$ cat src/rtl/hsc_ddr2_pkg.sv
// Shared types and width defaults for the DDR2 read/write arbiter.
// Imported by the interface, the address generator and the top.
package hsc_ddr2_pkg;

    localparam int ADDR_W_DEF  = 24;
    localparam int DATA_W_DEF  = 32;
    localparam int BURST_W_DEF = 7;

    typedef enum logic [1:0] {
        IDLE     = 2'd0,
        WR_BURST = 2'd1,
        RD_CMD   = 2'd2,
        RD_WAIT  = 2'd3
    } state_e;

endpackage

$ cat src/rtl/hsc_ddr2_rw_arbiter_if.sv
// Local-side bus between the arbiter and the DDR2 controller.
// The arbiter is the master; the controller is the slave.
interface hsc_ddr2_rw_arbiter_if
    import hsc_ddr2_pkg::*;
#(
    parameter int ADDR_W  = ADDR_W_DEF,
    parameter int DATA_W  = DATA_W_DEF,
    parameter int BURST_W = BURST_W_DEF
) ();

    logic [ADDR_W-1:0]  local_address;
    logic               local_write_req;
    logic               local_read_req;
    logic               local_burstbegin;
    logic [BURST_W-1:0] local_size;
    logic [DATA_W-1:0]  local_wdata;
    logic               local_ready;
    logic [DATA_W-1:0]  local_rdata;
    logic               local_rdata_valid;

    modport master (
        output local_address,
        output local_write_req,
        output local_read_req,
        output local_burstbegin,
        output local_size,
        output local_wdata,
        input  local_ready,
        input  local_rdata,
        input  local_rdata_valid
    );

    modport slave (
        input  local_address,
        input  local_write_req,
        input  local_read_req,
        input  local_burstbegin,
        input  local_size,
        input  local_wdata,
        output local_ready,
        output local_rdata,
        output local_rdata_valid
    );

endinterface

$ cat src/rtl/hsc_ddr2_addr_gen.sv
// Per-port burst address register: reload, advance and wrap.
// A load seen during this port's own burst is deferred to its end.
module hsc_ddr2_addr_gen #(
    parameter int ADDR_W  = 24,
    parameter int BURST_W = 7
) (
    input  logic               clk,
    input  logic               rst,
    input  logic [ADDR_W-1:0]  minaddr_i,
    input  logic [ADDR_W-1:0]  maxaddr_i,
    input  logic               load_i,
    input  logic               own_busy_i,
    input  logic               done_i,
    input  logic [BURST_W-1:0] size_i,
    output logic [ADDR_W-1:0]  addr_o
);

    logic [ADDR_W-1:0] addr_q, addr_d;
    logic              pend_q, pend_d;
    logic [ADDR_W:0]   nxt;
    logic [ADDR_W:0]   nxt_end;
    logic [ADDR_W:0]   lim;
    logic              wrap;

    // Wrap when the next burst would run past maxaddr (inclusive)
    // or when the advance itself carries out of ADDR_W bits.
    always_comb begin
        nxt     = {1'b0, addr_q} + (ADDR_W+1)'(size_i);
        nxt_end = nxt + (ADDR_W+1)'(size_i);
        lim     = {1'b0, maxaddr_i} + (ADDR_W+1)'(1);
        wrap    = nxt[ADDR_W] | (nxt_end > lim);
        addr_d  = addr_q;
        pend_d  = pend_q;
        if (done_i) begin
            pend_d = 1'b0;
            if (pend_q | load_i | wrap) begin
                addr_d = minaddr_i;
            end else begin
                addr_d = nxt[ADDR_W-1:0];
            end
        end else if (load_i) begin
            if (own_busy_i) begin
                pend_d = 1'b1;
            end else begin
                addr_d = minaddr_i;
            end
        end
    end

    always_ff @(posedge clk) begin
        if (rst) begin
            addr_q <= minaddr_i;
            pend_q <= 1'b0;
        end else begin
            addr_q <= addr_d;
            pend_q <= pend_d;
        end
    end

    assign addr_o = addr_q;

endmodule

$ cat src/rtl/hsc_ddr2_rw_arbiter.sv
// Round-robin write/read burst arbiter in front of a DDR2 controller.
// Writes drain a show-ahead FIFO; reads fill a FIFO from rdata beats.
module hsc_ddr2_rw_arbiter
    import hsc_ddr2_pkg::*;
#(
    parameter int ADDR_W     = ADDR_W_DEF,
    parameter int DATA_W     = DATA_W_DEF,
    parameter int BURST_W    = BURST_W_DEF,
    parameter int FIFO_DEPTH = 512,
    parameter int LVL_W      = 10
) (
    input  logic               clk,
    input  logic               rst,
    input  logic               local_init_done,
    input  logic [BURST_W-1:0] wr_rd_burst,
    input  logic [ADDR_W-1:0]  wr_minaddr,
    input  logic [ADDR_W-1:0]  wr_maxaddr,
    input  logic [ADDR_W-1:0]  rd_minaddr,
    input  logic [ADDR_W-1:0]  rd_maxaddr,
    input  logic               wr_load,
    input  logic               rd_load,
    input  logic [LVL_W-1:0]   wr_fifo_level,
    input  logic [DATA_W-1:0]  wr_fifo_q,
    output logic               wr_fifo_rdreq,
    input  logic [LVL_W-1:0]   rd_fifo_level,
    output logic               rd_fifo_wrreq,
    output logic [DATA_W-1:0]  rd_fifo_data,
    hsc_ddr2_rw_arbiter_if.master ctl
);

    state_e             state_q;
    logic               rr_wr_q;
    logic               req_wr_q;
    logic               req_rd_q;
    logic               bb_q;
    logic [BURST_W-1:0] size_q;
    logic [ADDR_W-1:0]  addr_q;
    logic [BURST_W-1:0] beat_q;

    logic              wr_elig, rd_elig;
    logic              start, pick_wr, last;
    logic              wr_busy, rd_busy;
    logic              wr_done, rd_done;
    logic [ADDR_W-1:0] wr_addr, rd_addr;

    always_comb begin
        wr_elig = 32'(wr_fifo_level) >= 32'(wr_rd_burst);
        rd_elig = (32'(rd_fifo_level) + 32'(wr_rd_burst))
                  <= 32'(FIFO_DEPTH);
        start   = local_init_done && (wr_rd_burst != '0)
                  && (wr_elig || rd_elig);
        pick_wr = wr_elig && (!rd_elig || rr_wr_q);
        last    = beat_q == (size_q - 1'b1);
        wr_busy = state_q == WR_BURST;
        rd_busy = (state_q == RD_CMD) || (state_q == RD_WAIT);
        wr_done = wr_busy && ctl.local_ready && last;
        rd_done = (state_q == RD_WAIT) && ctl.local_rdata_valid
                  && last;
    end

    hsc_ddr2_addr_gen #(
        .ADDR_W  (ADDR_W),
        .BURST_W (BURST_W)
    ) u_wr_addr (
        .clk        (clk),
        .rst        (rst),
        .minaddr_i  (wr_minaddr),
        .maxaddr_i  (wr_maxaddr),
        .load_i     (wr_load),
        .own_busy_i (wr_busy),
        .done_i     (wr_done),
        .size_i     (size_q),
        .addr_o     (wr_addr)
    );

    hsc_ddr2_addr_gen #(
        .ADDR_W  (ADDR_W),
        .BURST_W (BURST_W)
    ) u_rd_addr (
        .clk        (clk),
        .rst        (rst),
        .minaddr_i  (rd_minaddr),
        .maxaddr_i  (rd_maxaddr),
        .load_i     (rd_load),
        .own_busy_i (rd_busy),
        .done_i     (rd_done),
        .size_i     (size_q),
        .addr_o     (rd_addr)
    );

    always_ff @(posedge clk) begin
        if (rst) begin
            state_q  <= IDLE;
            rr_wr_q  <= 1'b1;
            req_wr_q <= 1'b0;
            req_rd_q <= 1'b0;
            bb_q     <= 1'b0;
            size_q   <= '0;
            addr_q   <= '0;
            beat_q   <= '0;
        end else begin
            unique case (state_q)
                IDLE: begin
                    beat_q <= '0;
                    if (start) begin
                        size_q <= wr_rd_burst;
                        bb_q   <= 1'b1;
                        if (pick_wr) begin
                            state_q  <= WR_BURST;
                            req_wr_q <= 1'b1;
                            addr_q   <= wr_addr;
                            rr_wr_q  <= 1'b0;
                        end else begin
                            state_q  <= RD_CMD;
                            req_rd_q <= 1'b1;
                            addr_q   <= rd_addr;
                            rr_wr_q  <= 1'b1;
                        end
                    end
                end
                WR_BURST: begin
                    if (ctl.local_ready) begin
                        bb_q   <= 1'b0;
                        beat_q <= beat_q + 1'b1;
                        if (last) begin
                            state_q  <= IDLE;
                            req_wr_q <= 1'b0;
                        end
                    end
                end
                RD_CMD: begin
                    if (ctl.local_ready) begin
                        req_rd_q <= 1'b0;
                        bb_q     <= 1'b0;
                        beat_q   <= '0;
                        state_q  <= RD_WAIT;
                    end
                end
                RD_WAIT: begin
                    if (ctl.local_rdata_valid) begin
                        beat_q <= beat_q + 1'b1;
                        if (last) begin
                            state_q <= IDLE;
                        end
                    end
                end
                default: state_q <= IDLE;
            endcase
        end
    end

    assign ctl.local_address    = addr_q;
    assign ctl.local_write_req  = req_wr_q;
    assign ctl.local_read_req   = req_rd_q;
    assign ctl.local_burstbegin = bb_q;
    assign ctl.local_size       = size_q;
    assign ctl.local_wdata      = wr_fifo_q;

    assign wr_fifo_rdreq = req_wr_q & ctl.local_ready;
    assign rd_fifo_wrreq = (state_q == RD_WAIT) & ctl.local_rdata_valid;
    assign rd_fifo_data  = ctl.local_rdata;

endmodule

$ cat src/flat_wrapper.sv
// flat-port wrapper written by rule: the top's interface ports become plain ports
module hsc_ddr2_rw_arbiter_flat import hsc_ddr2_pkg::*;
#(
    parameter int ADDR_W     = ADDR_W_DEF,
    parameter int DATA_W     = DATA_W_DEF,
    parameter int BURST_W    = BURST_W_DEF,
    parameter int FIFO_DEPTH = 512,
    parameter int LVL_W      = 10
)
  (clk, rst, local_init_done, wr_rd_burst, wr_minaddr, wr_maxaddr, rd_minaddr, rd_maxaddr, wr_load, rd_load, wr_fifo_level, wr_fifo_q, wr_fifo_rdreq, rd_fifo_level, rd_fifo_wrreq, rd_fifo_data, ctl_local_address, ctl_local_write_req, ctl_local_read_req, ctl_local_burstbegin, ctl_local_size, ctl_local_wdata, ctl_local_ready, ctl_local_rdata, ctl_local_rdata_valid);
  hsc_ddr2_rw_arbiter_if #(.ADDR_W(ADDR_W), .DATA_W(DATA_W), .BURST_W(BURST_W)) ctl_i ();
  input  logic clk;
  input  logic rst;
  input  logic local_init_done;
  input  logic [BURST_W-1:0] wr_rd_burst;
  input  logic [ADDR_W-1:0] wr_minaddr;
  input  logic [ADDR_W-1:0] wr_maxaddr;
  input  logic [ADDR_W-1:0] rd_minaddr;
  input  logic [ADDR_W-1:0] rd_maxaddr;
  input  logic wr_load;
  input  logic rd_load;
  input  logic [LVL_W-1:0] wr_fifo_level;
  input  logic [DATA_W-1:0] wr_fifo_q;
  output logic wr_fifo_rdreq;
  input  logic [LVL_W-1:0] rd_fifo_level;
  output logic rd_fifo_wrreq;
  output logic [DATA_W-1:0] rd_fifo_data;
  output wire logic [$bits(ctl_i.local_address)-1:0] ctl_local_address;
  output wire logic [$bits(ctl_i.local_write_req)-1:0] ctl_local_write_req;
  output wire logic [$bits(ctl_i.local_read_req)-1:0] ctl_local_read_req;
  output wire logic [$bits(ctl_i.local_burstbegin)-1:0] ctl_local_burstbegin;
  output wire logic [$bits(ctl_i.local_size)-1:0] ctl_local_size;
  output wire logic [$bits(ctl_i.local_wdata)-1:0] ctl_local_wdata;
  input wire logic [$bits(ctl_i.local_ready)-1:0] ctl_local_ready;
  input wire logic [$bits(ctl_i.local_rdata)-1:0] ctl_local_rdata;
  input wire logic [$bits(ctl_i.local_rdata_valid)-1:0] ctl_local_rdata_valid;
  assign ctl_local_address = ctl_i.local_address;
  assign ctl_local_write_req = ctl_i.local_write_req;
  assign ctl_local_read_req = ctl_i.local_read_req;
  assign ctl_local_burstbegin = ctl_i.local_burstbegin;
  assign ctl_local_size = ctl_i.local_size;
  assign ctl_local_wdata = ctl_i.local_wdata;
  assign ctl_i.local_ready = ctl_local_ready;
  assign ctl_i.local_rdata = ctl_local_rdata;
  assign ctl_i.local_rdata_valid = ctl_local_rdata_valid;
  hsc_ddr2_rw_arbiter #(.ADDR_W(ADDR_W), .DATA_W(DATA_W), .BURST_W(BURST_W), .FIFO_DEPTH(FIFO_DEPTH), .LVL_W(LVL_W)) u_core (.clk(clk), .rst(rst), .local_init_done(local_init_done), .wr_rd_burst(wr_rd_burst), .wr_minaddr(wr_minaddr), .wr_maxaddr(wr_maxaddr), .rd_minaddr(rd_minaddr), .rd_maxaddr(rd_maxaddr), .wr_load(wr_load), .rd_load(rd_load), .wr_fifo_level(wr_fifo_level), .wr_fifo_q(wr_fifo_q), .wr_fifo_rdreq(wr_fifo_rdreq), .rd_fifo_level(rd_fifo_level), .rd_fifo_wrreq(rd_fifo_wrreq), .rd_fifo_data(rd_fifo_data), .ctl(ctl_i));
endmodule
$ cat config.mk
export PLATFORM = sky130hd
export DESIGN_NAME = hsc_ddr2_rw_arbiter_flat
export DESIGN_NICKNAME = d
export VERILOG_FILES = /design/src/rtl/hsc_ddr2_pkg.sv /design/src/rtl/hsc_ddr2_rw_arbiter_if.sv /design/src/rtl/hsc_ddr2_addr_gen.sv /design/src/rtl/hsc_ddr2_rw_arbiter.sv /design/src/flat_wrapper.sv
export SDC_FILE = /design/constraint.sdc
export NUM_CORES = 1
export LEC_CHECK = 0
export ABC_AREA = 1
export BUFFER_PORTS_ARGS = -buffer_cell sky130_fd_sc_hd__buf_2
export CORE_MARGIN = 3
export CORE_UTILIZATION = 50
export DETAILED_ROUTE_END_ITERATION = 10
export PLACE_DENSITY = 0.86
export SLEW_MARGIN = 20
export SYNTH_ARGS = -nofsm -noshare
export SYNTH_HDL_FRONTEND = slang
export SYNTH_HIERARCHICAL = 1
export SYNTH_SLANG_ARGS = --single-unit
$ cat constraint.sdc
create_clock -name clk -period 5.1 [get_ports clk]
set_clock_uncertainty 0.1 [all_clocks]
set_input_delay 0.255 -clock clk [delete_from_list [all_inputs] [get_ports clk]]
set_output_delay 0.255 -clock clk [all_outputs]
set_load 0.01 [all_outputs]
---- After elaboration in Yosys (flattened, before gate mapping) ----
Index checks and enable logic that the tools add are counted.
storage, ports and cells
  register bits after elaboration ......... 94
  word-level logic and storage cells ...... 112
  bits of input ports ..................... 194
  output and inout port bits .............. 100
cells by class
  reduce and logical (&&, ||, !) cells .... 31
  add/subtract/negate cells ............... 9
  bitwise operators ....................... 8
  mux-type cells .......................... 34
  magnitude comparators ................... 4
  eq/ne operators ......................... 14
operator list
  operator                                                           count
  two-way mux 24 bit                                                 11
  adder 24 x 1 -> 25 bit (second input constant)                     2
  adder 24 x 7 -> 25 bit                                             2
  adder 25 x 7 -> 25 bit                                             2
  > comparator 25 bit                                                2
  less-or-equal comparator 32 x 10 -> 1 bit (second input constant)  1
  one-hot mux 7 bit (4 select lines)                                 1
  two-way mux 7 bit                                                  3
  two-way mux 2 bit                                                  6
  adder 10 x 7 -> 11 bit                                             1
  >= comparator 10 x 7 -> 1 bit                                      1
  AND reduction 2 bit                                                5
  two-way mux 1 bit                                                  9
  inequality test 2 x 1 -> 1 bit (second input constant)             4
  inequality test 2 bit (second input constant)                      4
  one-hot mux 2 bit (4 select lines)                                 1
  AND reduction 4 bit                                                2
  adder 7 x 1 -> 7 bit (second input constant)                       1
  == test 7 bit                                                      1
  logical AND 1 bit                                                  7
  nonzero test 7 bit                                                 1
  subtractor 7 x 1 -> 7 bit (second input constant)                  1
  OR 1 bit                                                           6
  one-hot mux 1 bit (2 select lines)                                 3
  13 further kinds                                                   23

---- Longest topological paths before layout ----
  depth after elaboration ................. 8
  gate-level depth with buffers ........... 33
  depth with buffers taken out ............ 32

---- By module ----
The synthesis kept the hierarchy.
by module, submodules not included
  module                                instances  area each (um^2)  sequential area each (um^2)  cells each
  hsc_ddr2_addr_gen (u_core.u_wr_addr)  1          3987.6            740.7                        606
  hsc_ddr2_addr_gen (u_core.u_rd_addr)  1          3980.1            740.7                        596
  hsc_ddr2_rw_arbiter                   1          3802.4            880.8                        572

---- Worst setup path before layout ----
OpenSTA, ideal clock, no wires.
  kind .................................... flip-flop to flip-flop
  start point ............................. reg u_core.size_q[0] (netlist: u_core/ctl.local_size[0])
  end point ............................... reg u_core.u_rd_addr.addr_q[13] (netlist: u_core/u_rd_addr/addr_o[13]) (data pin)
  path slack .............................. 0.442 ns
  arrival time ............................ 4.305 ns
  data required time ...................... 4.747 ns
  clock period less this slack ............ 4.658 ns
  cell stages (with the launch flop) ...... 32
  library setup time ...................... 0.253 ns
  buffers on the path ..................... 1
  cells stage by stage .................... dfxtp_1 ha_1 fa_1 nand2_1 nand2_1 and2_1 xor2_1 ha_1 nand2_1 nor2_1 nand2_1 nand3_1 nand2_1 nand2_1 nand3_2 nor2_4 nand3_4 nor2_4 nand3_1 nand2_1 inv_1 ha_1 nand2_1 nor2_1 nand2_1 nor4_1 o21ai_0 nand3_1 nand2_1 clkbuf_1 nand3b_1 nand2_1
on the way
  longest elaborated chain between the ends .. 8
  elaborated cells on any way between the ends .. 11
  those cells by class .................... 3 x add/sub; 1 x order compare; 1 x eq/ne; 3 x mux; 2 x bitwise; 1 x reduce/logical
ends and longest elaborated chain
  element                   RTL line                    RTL
  start: declaration        hsc_ddr2_rw_arbiter.sv:36   logic [BURST_W-1:0] size_q;
  start signal: assignment  hsc_ddr2_rw_arbiter.sv:106  size_q <= wr_rd_burst;
  adder 24 x 7 -> 25 bit    hsc_ddr2_addr_gen.sv:28     nxt = {1'b0, addr_q} + (ADDR_W+1)'(size_i);
  adder 25 x 7 -> 25 bit    hsc_ddr2_addr_gen.sv:29     nxt_end = nxt + (ADDR_W+1)'(size_i);
  > comparator 25 bit       hsc_ddr2_addr_gen.sv:31     wrap = nxt[ADDR_W] | (nxt_end > lim);
  OR 1 bit                  hsc_ddr2_addr_gen.sv:31
  OR 1 bit                  hsc_ddr2_addr_gen.sv:36     if (pend_q | load_i | wrap) begin
  two-way mux 24 bit        hsc_ddr2_addr_gen.sv:36
  two-way mux 24 bit (*)    hsc_ddr2_addr_gen.sv:34     if (done_i) begin
  two-way mux 24 bit (*)    hsc_ddr2_addr_gen.sv:51     if (rst) begin
  end signal: assignment    hsc_ddr2_addr_gen.sv:52     addr_q <= minaddr_i;
  end signal: assignment    hsc_ddr2_addr_gen.sv:55     addr_q <= addr_d;
  end: declaration          hsc_ddr2_addr_gen.sv:18     logic [ADDR_W-1:0] addr_q, addr_d;
Mark *: on every way between the ends. The rest lies on a longest branch, timed or not.
A chain may end at the register's enable or synchronous reset.

---- Worst setup path after layout ----
  start point ............................. reg u_core.u_rd_addr.addr_q[0] (netlist: u_core/u_rd_addr/addr_o[0])
  end point ............................... reg u_core.u_rd_addr.addr_q[4] (netlist: u_core/u_rd_addr/addr_o[4]) (data pin)
on the way
  longest elaborated chain between the ends .. 8
ends and longest elaborated chain
  element                     RTL line
  adder 24 x 7 -> 25 bit (*)  hsc_ddr2_addr_gen.sv:28
  adder 25 x 7 -> 25 bit      hsc_ddr2_addr_gen.sv:29
  > comparator 25 bit         hsc_ddr2_addr_gen.sv:31
  OR 1 bit                    hsc_ddr2_addr_gen.sv:31
  OR 1 bit                    hsc_ddr2_addr_gen.sv:36
  two-way mux 24 bit (*)      hsc_ddr2_addr_gen.sv:36
  two-way mux 24 bit (*)      hsc_ddr2_addr_gen.sv:34
  two-way mux 24 bit (*)      hsc_ddr2_addr_gen.sv:51
Marked as above.

==> run_results.csv <==
group,metric,value,unit
floorplanning,core,22900,um^2
synthesis,synthesis.nets,2076,
route,postRouteAntennaNets,0,
synthesis,synth_ff_type,"edfxtp_1",
sta,hold_viol,0,
synthesis,yosysSeqAreaShare,20.1,%
critical_path,cpMaxStageDelayCell,"edfxtp_1",
critical_path,cp_data_arrival_time,5.17,ns
synthesis,synth_cell_types,51,
synthesis,yosysTopAreaCell,"nand2_1",
synthesis,synth_edf_count,48,
sta,fmax,194,MHz
floorplanning,start_util,51.4,%
power,p_leak,0.00681,uW
synthesis,syn_area_per_cell,6.63,um^2
route,drt-initial-drc-count,787,
synthesis,syn_area,11800,um^2
route,num_vias,11800,
clock_tree,numCtsBuffers,9,
critical_path,critPathLaunchType,"register",
route,first_pass_iters,5,
critical_path,crit_path_max_incr_delay,0.45,ns
layout,finalNetCount,2196,
synthesis,ys_ff_latch,94,
critical_path,end_kind,"register",
worst_hold_path,hold_path_class,"input port to register",
grt,grt_max_degree,49,
grt,grt_pass1_vias,10900,
synthesis,yosysWarningCount,6,
grt,grt_pass1_wl,50700,um
floorplanning,rows,55,
route,drc,0,
sta,setup_viol,16,
clock_tree,clockRootBuffer,"clkbuf_16",
layout,area_growth,11.5,%
floorplanning,io_pins,294,
synthesis,synth_area_leaders,"nand2_1, edfxtp_1, ha_1",
critical_path,cp-endpoint,"u_core/u_rd_addr/addr_o[4]",
route,avgRoutedWirePerCell,14.6,um
outcome,violations,"setup timing",
floorplanning,dieArea,25400,um^2
sta,hold-worst-slack,0.0645,ns
clock_tree,cts_hold_buf,0,
clock_tree,ctsHtreeMaxLevel,3,
sta,rsz0062_at_grt,"true",
placed_design,place_ws,0.0823,ns
critical_path,reg2reg_from,"u_core/u_rd_addr/addr_o[0]",
critical_path,r2r_cells,29,
layout,utilization,57.3,%
floorplanning,die_x,159,um
clock_tree,clk-insertion-delay-late,0.36,ns
synthesis,ys_async_sr_fraction,0,%
sta,fin_crit_sh,101,%
grt,grt_usage,23.6,%
synthesis,synth_cells,1774,
placed_design,hpwl,25400,um
clock_tree,path_clk_slew,0.07,ns
critical_path,cp-startpoint,"u_core/u_rd_addr/addr_o[0]",
sta,fin_crit,5.16,ns
critical_path,r2r-end,"u_core/u_rd_addr/addr_o[4]",
worst_hold_path,min_from,"wr_minaddr[21]",
grt,antenna_found_initial,0,
placed_design,io_buffer_count,165,
route,wirelength,32400,um
critical_path,ff2ff_setup_slack,-0.06,ns
sta,tightestPinTransition,0.955,ns
grt,overflow,0,
power,ir_drop,0.180,mV
flow_run,cap_viol_max_count,0,
placed_design,dpl_cell_area,12500,um^2
power,p_per_area,333,nW/um^2
clock_tree,clock_sinks,94,
layout,design_area,13100,um^2
placed_design,gp_congestion,0.975,
sta,slew_headroom,36.2,%
layout,fill_cells,2124,
clock_tree,cts_tree,"built",
route,via_per_inst,5.33,
outcome,status,"finished with violations",
synthesis,synth.top_cell.area_share,16.9,%
floorplanning,die_h,159,um
layout,final_layout_size_suffix_gt1_share,20.1,%
critical_path,path_common_cell,"nand2_1",
critical_path,critPathMaxFanout,24,
critical_path,worstPathRequired,5.11,ns
sta,post-route-worst-setup-slack,-0.0599,ns
layout,diodes,0,
clock_tree,clock_path_buffers,2,
sta,slew_violations,0,
critical_path,worst-setup-path-type,"register to register",
## cell usage after synthesis (15+ instances only)
cell type	count
xnor2_1	18
nand3_2	32
xor2_1	74
o21a_1	26
a21oi_1	57
inv_2	15
nor2_1	121
nand3_1	130
nor3_1	22
nand3b_1	27
nand4_1	36
nand2_1	530
edfxtp_1	48
inv_1	239
dfxtp_1	46
ha_1	103
o21ai_0	36
nand2_2	26
nor2_2	19
buf_4	66
## through the flow
stage / cells / setup TNS [ns] / power [uW]
finish: 2212 / -0.355 / 4370
global route: 2212 / -5.23 / 4730
CTS: 2194 / 0 / 4180
detailed placement: 2178 / 0 / 3520
global placement: 2178 / 0 / 3440
floorplan: 1774 / 0 / 2950
## per-layer routing
| metal | up-vias | wire length [um] | global-route usage [%] | part of all wire [%] |
|---|---|---|---|---|
| li1 | 5892 | - | - | - |
| met1 | 5377 | 13900 | 30.3 | 43 |
| met2 | 454 | 15600 | 40.6 | 48 |
| met3 | 71 | 2160 | 3.28 | 6.7 |
| met4 | 0 | 821 | 8.12 | 2.5 |
| met5 | - | 0 | 0 | 0 |
## state kept, by name (all words and copies together) (netlist names)
signal / count
u_core/ctl.local_size: 7
u_core/u_rd_addr/pend_q: 1
u_core/u_wr_addr/addr_o: 24
u_core/u_rd_addr/addr_o: 24
u_core/ctl.local_write_req: 1
u_core/u_wr_addr/pend_q: 1
u_core/ctl.local_burstbegin: 1
u_core/ctl.local_read_req: 1
u_core/beat_q: 7
u_core/state_q: 2
u_core/ctl.local_address: 24
u_core/rr_wr_q: 1
## power by group
group          switching, uW  internal (uW)  total [uW]
Sequential               158            947        1110
Clock                    317            334         651
Combinational           1620           1000        2620
Total                   2090           2280        4370
## cell usage in the layout, fill, tap and decap left out, types with 32 or more instances in the layout
cell,synthesis,layout
nand2_1,530,515
inv_1,239,237
buf_2,12,165
nand3_1,130,126
nor2_1,121,118
ha_1,103,99
xor2_1,74,73
a21oi_1,57,56
edfxtp_1,48,48
dfxtp_1,46,43
nand2_2,26,38
nand4_1,36,36
nand3_2,32,36
o21ai_0,36,32
## how the worst min path moves through the flow
stage,to,slack (ns),cells after the start
finish,u_core/u_wr_addr/addr_o[21],0.06,3
global route,u_core/u_rd_addr/addr_o[19],0.07,3
CTS,u_core/u_rd_addr/addr_o[21],0.06,3
detailed placement,u_core/u_wr_addr/pend_q,0.36,2
global placement,u_core/rr_wr_q,0.36,2
floorplan,u_core/beat_q[1],0.22,1
## critical path, delay by kind of cell, from the launching register on
family | cells | cell delay, ns
AOI/OAI and AO/OA | 3 | 0.41
xor gates and xnor gates | 2 | 0.30
adders and majority gates | 4 | 1.18
buffers and inverters | 2 | 0.26
DFF | 1 | 0.45
and+or+nand+nor | 18 | 2.21
## what timing repair did
item	CTS	global route
setup buffers	0	16
gates resized for setup	0	53
setup endpoints to repair	0	48
hold endpoints to repair	0	0
## final cells by class
cell class                 instances  area (um^2)  area share, %
multi-input combinational       1335         7980           60.8
inverter                         255          957           7.30
sequential                        94         2370           18.0
tap                              313          392           2.98
timing repair buffer             199         1150           8.77
clock inverter                     6         46.3          0.353
clock buffer                      10          229           1.75
## logic make-up (layout without fill, tap and decap cells)
kind of cell,after synthesis,count (layout),synth area share (%)
adders and majority gates,108,108,11.8
DFF,94,94,20.1
AOI/OAI and AO/OA,143,143,7.32
and+or+nand+nor,990,990,39.9
xor gates and xnor gates,94,94,7.12
buffers and inverters,345,470,13.8
No activity file was read; power rests on OpenSTA's default activity.
